--- config.mk ---
export PLATFORM = sky130hd
export DESIGN_NAME = instr_encoder
export DESIGN_NICKNAME = d
export VERILOG_FILES = /design/src/rtl/instr_enc_pkg.sv /design/src/rtl/instr_imm_pack.sv /design/src/rtl/instr_encoder.sv
export SDC_FILE = /design/constraint.sdc
export NUM_CORES = 1
export LEC_CHECK = 0
export CAP_MARGIN = 20
export CORE_ASPECT_RATIO = 0.9
export CORE_UTILIZATION = 56
export CTS_BUF_LIST = sky130_fd_sc_hd__clkbuf_8
export CTS_CLUSTER_DIAMETER = 200
export DETAILED_ROUTE_END_ITERATION = 8
export HOLD_SLACK_MARGIN = 0.03
export PLACE_DENSITY = 0.95
export SLEW_MARGIN = 20
export SYNTH_ARGS = -nofsm -noshare
export SYNTH_HDL_FRONTEND = slang
export SYNTH_SLANG_ARGS = --single-unit
--- constraint.sdc ---
create_clock -name clk -period 4.15 [get_ports clk]
set_clock_uncertainty 0.1 [all_clocks]
set_input_delay 0.415 -clock clk [delete_from_list [all_inputs] [get_ports clk]]
set_output_delay 0.415 -clock clk [all_outputs]
set_load 0.05 [all_outputs]
--- src/rtl/instr_enc_pkg.sv ---
`default_nettype none
// ============================================================================
// Package     : instr_enc_pkg
// Description : Shared formats, error-bit indices and immediate limits for the
//               RV32I instruction encoder.
// Revision    : 1.0
// ============================================================================
package instr_enc_pkg;

    typedef enum logic [2:0] {
        FMT_R = 3'd0,
        FMT_I = 3'd1,
        FMT_S = 3'd2,
        FMT_B = 3'd3,
        FMT_U = 3'd4,
        FMT_J = 3'd5
    } fmt_e;

    localparam int ERR_RANGE = 0;
    localparam int ERR_ALIGN = 1;
    localparam int ERR_FMT   = 2;
    localparam int ERR_RTRIP = 3;

    localparam logic signed [31:0] IMM_I_MIN = -32'sd2048;
    localparam logic signed [31:0] IMM_I_MAX =  32'sd2047;
    localparam logic signed [31:0] IMM_S_MIN = -32'sd2048;
    localparam logic signed [31:0] IMM_S_MAX =  32'sd2047;
    localparam logic signed [31:0] IMM_B_MIN = -32'sd4096;
    localparam logic signed [31:0] IMM_B_MAX =  32'sd4094;
    localparam logic signed [31:0] IMM_J_MIN = -32'sd1048576;
    localparam logic signed [31:0] IMM_J_MAX =  32'sd1048574;

    localparam logic [31:0] NOP_ILLEGAL = 32'h0000_0000;

endpackage
`default_nettype wire

--- src/rtl/instr_imm_pack.sv ---
`default_nettype none
// ============================================================================
// Module      : instr_imm_pack
// Description : Combinational packer of instruction fields into an RV32I word.
// Revision    : 1.0
// ============================================================================
module instr_imm_pack
    import instr_enc_pkg::*;
(
    input  logic [2:0]  i_fmt,
    input  logic [6:0]  i_opcode,
    input  logic [4:0]  i_rd,
    input  logic [2:0]  i_funct3,
    input  logic [4:0]  i_rs1,
    input  logic [4:0]  i_rs2,
    input  logic [6:0]  i_funct7,
    input  logic [31:0] i_imm,
    output logic [31:0] o_instr
);

    always_comb begin
        o_instr = NOP_ILLEGAL;
        case (i_fmt)
            FMT_R: o_instr = {i_funct7, i_rs2, i_rs1, i_funct3, i_rd, i_opcode};
            FMT_I: o_instr = {i_imm[11:0], i_rs1, i_funct3, i_rd, i_opcode};
            FMT_S: o_instr = {i_imm[11:5], i_rs2, i_rs1, i_funct3, i_imm[4:0], i_opcode};
            FMT_B: o_instr = {i_imm[12], i_imm[10:5], i_rs2, i_rs1, i_funct3,
                              i_imm[4:1], i_imm[11], i_opcode};
            FMT_U: o_instr = {i_imm[31:12], i_rd, i_opcode};
            FMT_J: o_instr = {i_imm[20], i_imm[10:1], i_imm[11], i_imm[19:12], i_rd, i_opcode};
            default: o_instr = NOP_ILLEGAL;
        endcase
    end

endmodule
`default_nettype wire

--- src/rtl/instr_encoder.sv ---
`default_nettype none
// ============================================================================
// Module      : instr_encoder
// Description : Two-stage valid/ready RV32I instruction packer with format,
//               alignment and range checks plus saturating status counters.
//               Optional build macro: INSTR_ENC_ROUNDTRIP_CHECK_EN
// Revision    : 1.0
// ============================================================================
module instr_encoder
    import instr_enc_pkg::*;
#(
    parameter int CNT_W = 16
) (
    input  logic             clk,
    input  logic             rst_n,
    input  logic             in_valid,
    output logic             in_ready,
    input  logic [2:0]       in_fmt,
    input  logic [6:0]       in_opcode,
    input  logic [4:0]       in_rd,
    input  logic [2:0]       in_funct3,
    input  logic [4:0]       in_rs1,
    input  logic [4:0]       in_rs2,
    input  logic [6:0]       in_funct7,
    input  logic [31:0]      in_imm,
    output logic             out_valid,
    input  logic             out_ready,
    output logic [31:0]      out_instr,
    output logic [3:0]       out_err,
    input  logic             cnt_clr,
    output logic [CNT_W-1:0] enc_count,
    output logic [CNT_W-1:0] err_count
);

    logic               r_s1_v;
    logic [2:0]         r_s1_fmt;
    logic [6:0]         r_s1_op;
    logic [4:0]         r_s1_rd;
    logic [2:0]         r_s1_f3;
    logic [4:0]         r_s1_rs1;
    logic [4:0]         r_s1_rs2;
    logic [6:0]         r_s1_f7;
    logic [31:0]        r_s1_imm;
    logic [2:0]         r_s1_err;
    logic               r_s2_v;
    logic [31:0]        r_out_instr;
    logic [3:0]         r_out_err;
    logic [CNT_W-1:0]   r_enc_cnt;
    logic [CNT_W-1:0]   r_err_cnt;

    logic               w_s2_adv;
    logic               w_out_fire;
    logic signed [31:0] w_imm_s;
    logic               w_fmt_bad;
    logic               w_align;
    logic               w_range;
    logic [2:0]         w_err;
    logic [31:0]        w_packed;
    logic               w_rtrip;
    logic [3:0]         w_s2_err;

    assign w_s2_adv   = !r_s2_v || out_ready;
    assign in_ready   = !r_s1_v || w_s2_adv;
    assign w_out_fire = r_s2_v && out_ready;

    always_comb begin
        w_imm_s   = $signed(in_imm);
        w_fmt_bad = (in_fmt > FMT_J);
        w_align   = 1'b0;
        w_range   = 1'b0;
        case (in_fmt)
            FMT_I: w_range = (w_imm_s < IMM_I_MIN) || (w_imm_s > IMM_I_MAX);
            FMT_S: w_range = (w_imm_s < IMM_S_MIN) || (w_imm_s > IMM_S_MAX);
            FMT_B: begin
                w_align = in_imm[0];
                w_range = (w_imm_s < IMM_B_MIN) || (w_imm_s > IMM_B_MAX);
            end
            FMT_U: w_align = |in_imm[11:0];
            FMT_J: begin
                w_align = in_imm[0];
                w_range = (w_imm_s < IMM_J_MIN) || (w_imm_s > IMM_J_MAX);
            end
            default: ;
        endcase
        // Only the highest-priority flag survives.
        w_err = '0;
        if (w_fmt_bad)    w_err[ERR_FMT]   = 1'b1;
        else if (w_align) w_err[ERR_ALIGN] = 1'b1;
        else if (w_range) w_err[ERR_RANGE] = 1'b1;
    end

    always_ff @(posedge clk or negedge rst_n) begin
        if (!rst_n) begin
            r_s1_v   <= 1'b0;
            r_s1_fmt <= '0;
            r_s1_op  <= '0;
            r_s1_rd  <= '0;
            r_s1_f3  <= '0;
            r_s1_rs1 <= '0;
            r_s1_rs2 <= '0;
            r_s1_f7  <= '0;
            r_s1_imm <= '0;
            r_s1_err <= '0;
        end else if (in_ready) begin
            r_s1_v <= in_valid;
            if (in_valid) begin
                r_s1_fmt <= in_fmt;
                r_s1_op  <= in_opcode;
                r_s1_rd  <= in_rd;
                r_s1_f3  <= in_funct3;
                r_s1_rs1 <= in_rs1;
                r_s1_rs2 <= in_rs2;
                r_s1_f7  <= in_funct7;
                r_s1_imm <= in_imm;
                r_s1_err <= w_err;
            end
        end
    end

    instr_imm_pack u_pack (
        .i_fmt    (r_s1_fmt),
        .i_opcode (r_s1_op),
        .i_rd     (r_s1_rd),
        .i_funct3 (r_s1_f3),
        .i_rs1    (r_s1_rs1),
        .i_rs2    (r_s1_rs2),
        .i_funct7 (r_s1_f7),
        .i_imm    (r_s1_imm),
        .o_instr  (w_packed)
    );

`ifdef INSTR_ENC_ROUNDTRIP_CHECK_EN
    logic [31:0] w_rt_imm;
    logic [31:0] w_rt_mask;

    // Re-extract the immediate the way the core decoder would.
    always_comb begin
        w_rt_imm  = '0;
        w_rt_mask = '0;
        case (r_s1_fmt)
            FMT_I: begin
                w_rt_imm  = {{20{w_packed[31]}}, w_packed[31:20]};
                w_rt_mask = 32'h0000_0FFF;
            end
            FMT_S: begin
                w_rt_imm  = {{20{w_packed[31]}}, w_packed[31:25], w_packed[11:7]};
                w_rt_mask = 32'h0000_0FFF;
            end
            FMT_B: begin
                w_rt_imm  = {{19{w_packed[31]}}, w_packed[31], w_packed[7],
                             w_packed[30:25], w_packed[11:8], 1'b0};
                w_rt_mask = 32'h0000_1FFE;
            end
            FMT_U: begin
                w_rt_imm  = {w_packed[31:12], 12'h000};
                w_rt_mask = 32'hFFFF_F000;
            end
            FMT_J: begin
                w_rt_imm  = {{11{w_packed[31]}}, w_packed[31], w_packed[19:12],
                             w_packed[20], w_packed[30:21], 1'b0};
                w_rt_mask = 32'h001F_FFFE;
            end
            default: ;
        endcase
    end

    assign w_rtrip = |((w_rt_imm ^ r_s1_imm) & w_rt_mask);
`else
    assign w_rtrip = 1'b0;
`endif

    always_comb begin
        w_s2_err = '0;
        if (|r_s1_err) w_s2_err[2:0]     = r_s1_err;
        else           w_s2_err[ERR_RTRIP] = w_rtrip;
    end

    always_ff @(posedge clk or negedge rst_n) begin
        if (!rst_n) begin
            r_s2_v      <= 1'b0;
            r_out_instr <= NOP_ILLEGAL;
            r_out_err   <= '0;
        end else if (w_s2_adv) begin
            r_s2_v <= r_s1_v;
            if (r_s1_v) begin
                r_out_instr <= (|r_s1_err) ? NOP_ILLEGAL : w_packed;
                r_out_err   <= w_s2_err;
            end
        end
    end

    always_ff @(posedge clk or negedge rst_n) begin
        if (!rst_n) begin
            r_enc_cnt <= '0;
            r_err_cnt <= '0;
        end else if (cnt_clr) begin
            r_enc_cnt <= '0;
            r_err_cnt <= '0;
        end else if (w_out_fire) begin
            if (|r_out_err) begin
                if (r_err_cnt != '1) r_err_cnt <= r_err_cnt + CNT_W'(1);
            end else begin
                if (r_enc_cnt != '1) r_enc_cnt <= r_enc_cnt + CNT_W'(1);
            end
        end
    end

    assign out_valid = r_s2_v;
    assign out_instr = r_out_instr;
    assign out_err   = r_out_err;
    assign enc_count = r_enc_cnt;
    assign err_count = r_err_cnt;

endmodule
`default_nettype wire

==> summary.md <==
| Metric | Value |
|---|---|
| Worst Setup SP | `r_s1_fmt[1]$_DFFE_PN0P_` |
| Crit Path Class | `reg2reg` |
| Status | `finished clean` |
| Final Hold Vio Count | `0` |
| IO Port Bufs | `140` |
| Mean Syn Cell Area | `11.4 um^2` |
| Leak | `3.37 nW` |
| Final Cycle Share | `64.2%` |
| Routability Congestion | `0.915` |
| CP top delay family | `compound AO/OA/AOI/OAI gates` |
| CP max stage delay | `0.89 ns` |
| Final Max Tran Viols | `0` |
| Synth area leader | `dfrtp_1` |
| Hold slack | `0.354 ns` |
| Max FO, Critical Path | `24` |
| Drt first pass iters | `5` |
| Synth cell count leaders | `139 x dfrtp_1, 71 x mux2_2, 37 x nand2_1` |
| Yosys warnings | `0` |
| Number of fill cells in the layout | `729` |
| Final WL | `15.7 mm` |
| CTS H-Tree Depth | `4` |
| Ports | `142` |
| Fraction of final layout cells with drive strength greater than 1 | `16.2%` |
| Via-to-Cell Ratio | `6.05` |
| Core region area | `10900 um^2` |
| Critical-path top delay cell | `nor2b_1` |
| Synth area leaders | `dfrtp_1 55%, mux2_2 13%, a22oi_1 2.7%` |
| Num CTS Buffers | `17` |
| Fin crit period | `2.66 ns` |
| Syn Inst Count | `560` |
| Netlist cell types | `52` |
| Clock transition at path regs | `0.07 ns` |
| Clk sink count | `139` |
| RSZ-0062 raised after global routing | `no` |
| Final setup vio count | `0` |
| Hold Startpoint | `cnt_clr` |
| Prevailing post-synth register cell | `dfrtp_1` |
| Post-Syn Nets | `634` |
| Die X | `114 um` |
| Worst Tran Pin Value | `1.05 ns` |
| Post-synth EDFFs | `0` |
| CTS max path bufs | `2` |
| Clk_lat worst skew | `0.45 ns` |
| Critical-path cell list | `a2111oi_0 -> nor2b_1 -> a32o_1` |
| Critical Path RT | `4.44 ns` |
| Die Y | `103 um` |
| Layout Area Growth over Synthesis | `30.1%` |
| Drt wl/cell | `18.3 um` |
| Routed vias | `5200` |
| Initial antenna violation count | `0` |
| Drt first-iter violations | `570` |
| Rows | `36` |
| Final nets | `769` |
| GRT overflow | `0` |
| Yosys reg bits | `139` |
| Synth top area share | `54.6%` |
| Power density over the cells | `453 nW/um^2` |
| Clock Root Buffer | `clkbuf_8` |
| Die area | `11800 um^2` |
| First-pass GRT wire length | `25.4 mm` |
| CP arrival | `2.95 ns` |
| Crit. End Element | `flop` |
| Cell Area, Synth | `6370 um^2` |
| Max Freq | `0.375 GHz` |
| Worst min-delay path class | `in2reg` |
| TritonCTS clock tree | `yes` |
| Max_cap viols | `0` |
| Sequential-to-total area share from yosys stat | `54.6%` |
| # diodes | `0` |
| Reg2reg start | `r_s1_fmt[1]$_DFFE_PN0P_` |
| Peak VDD IR | `306 uV` |
| Resize count post-CTS | `0` |
| Top-count cell post-synth | `dfrtp_1` |
| R2R Setup Slk | `1.49 ns` |
| DRC | `0` |
| Vias in the first global route | `5094` |
| Final ANT Viol Nets | `0` |
| Worst setup SP type | `flop` |
| HPWL Detailed | `10.7 mm` |
| Max-slew headroom | `29.8%` |
| Initial Util | `58.2%` |
| Gr usage total | `28.7%` |
| Post-synth ARST share | `100%` |
| Worst Path Buf+Inv | `0` |
| Setup TNS | `0 ns` |
| Largest net degree at the start of global routing | `110` |
-- power by group --
group	switching [mW]	leakage, nW	internal [mW]
logic	0.555	1.42	0.391
clock network	0.521	0.201	0.600
registers	0.157	1.76	1.53
total	1.23	3.37	2.52
-- final timing paths --
| path | to | cells after the start |
|---|---|---|
| min in group asynchronous | enc_count[9]$_DFFE_PN0P_ | 2 |
| setup / recovery | out_instr[31]$_DFFE_PN0P_ | 3 |
| setup reg to reg | out_instr[31]$_DFFE_PN0P_ | 3 |
| hold reg to reg | out_instr[7]$_DFFE_PN0P_ | 2 |
| max in group asynchronous | err_count[12]$_DFFE_PN0P_ | 3 |
| hold / removal | enc_count[14]$_DFFE_PN0P_ | 2 |
-- state kept, by name, indices dropped and copies added (netlist names) --
name and flops:
out_valid 1, out_err 3, r_s1_f7 7, r_s1_err 3
r_s1_op 7, r_s1_imm 32, enc_count 16, r_s1_rd 5
r_s1_f3 3, err_count 16, out_instr 32, r_s1_rs2 5
r_s1_v 1, r_s1_fmt 3, r_s1_rs1 5
-- area by class of cell --
type                       instances  area (um^2)  area share, %
clock buffer                      18          248           2.99
clock inverter                    14          154           1.86
inverter                           5         18.8          0.226
multi-input combinational        388         2760           33.3
sequential                       139         3480           42.0
tap                              152          190           2.29
timing repair buffer             144         1440           17.4
-- placed cells by master, fill, tap and decap left out, types with 3 or more instances in the layout --
| cell type | n |
|---|---|
| a21oi_1 | 24 |
| a22o_1 | 13 |
| a22oi_1 | 23 |
| and2_1 | 4 |
| and3_1 | 5 |
| and4_1 | 4 |
| bufinv_16 | 3 |
| clkbuf_8 | 18 |
| clkdlybuf4s50_1 | 138 |
| clkinv_2 | 6 |
| clkinvlp_4 | 4 |
| dfrtp_1 | 139 |
| inv_1 | 6 |
| mux2_2 | 71 |
| mux2i_1 | 5 |
| nand2_1 | 36 |
| nand2b_1 | 5 |
| nand3_1 | 11 |
| nand3b_1 | 4 |
| nand4_1 | 16 |
| nor2_1 | 35 |
| nor2b_1 | 14 |
| nor3_1 | 8 |
| nor4_1 | 6 |
| o2111ai_1 | 3 |
| o211ai_1 | 6 |
| o21ai_0 | 33 |
| o22ai_1 | 6 |
| or3_1 | 8 |
| or4_1 | 4 |
| xnor2_1 | 6 |
| xor2_1 | 14 |
-- kinds of logic (layout without fill, tap and decap cells) --
family,Yosys count,after routing,synth area share (%)
AO/OA/AOI/OAI,121,121,12.6
XOR/XNOR,20,20,2.75
adder cells (fa/ha/maj),2,2,0.393
buffers and inverters,33,181,2.20
flip-flops,139,139,54.6
multiplexers,77,77,13.6
other,1,1,0.0588
AND/OR/NAND/NOR,167,167,13.9
-- worst reg2reg max path: cells and delay by family (launching register included) --
family | cells | cell delay [ns]
and+or+nand+nor | 1 | 0.89
DFF | 1 | 0.70
AOI/OAI and AO/OA | 2 | 0.91
-- stage by stage --
step / total power [mW] / area (um^2) / utilization (%) / setup slack [ns] / cells
after floorplan: 2.26 / 6370 / - / 1.44 / 560
after global placement: 2.61 / 7880 / 72.0 / 1.29 / 827
after detailed placement: 2.64 / 7880 / 72.0 / 1.25 / 827
after CTS: 3.76 / 8290 / 75.8 / 1.53 / 860
after global routing: 3.90 / 8290 / 75.7 / 1.36 / 860
final: 3.75 / 8290 / 75.7 / 1.49 / 860
-- repair_timing --
item,in CTS,in global routing
hold endpoints to repair,15,0
hold buffers,1,0
buffers inserted,0,0
-- per-layer routing --
layer  global-route usage [%]  vias to the layer above  routed length, um
met2                     46.9                      259               7600
met5                        0                        -                  0
met1                     36.9                     2580               6670
met4                     13.4                        0                357
li1                         -                     2328                  -
met3                     6.64                       33               1110
(Power assumes the default switching activity.)
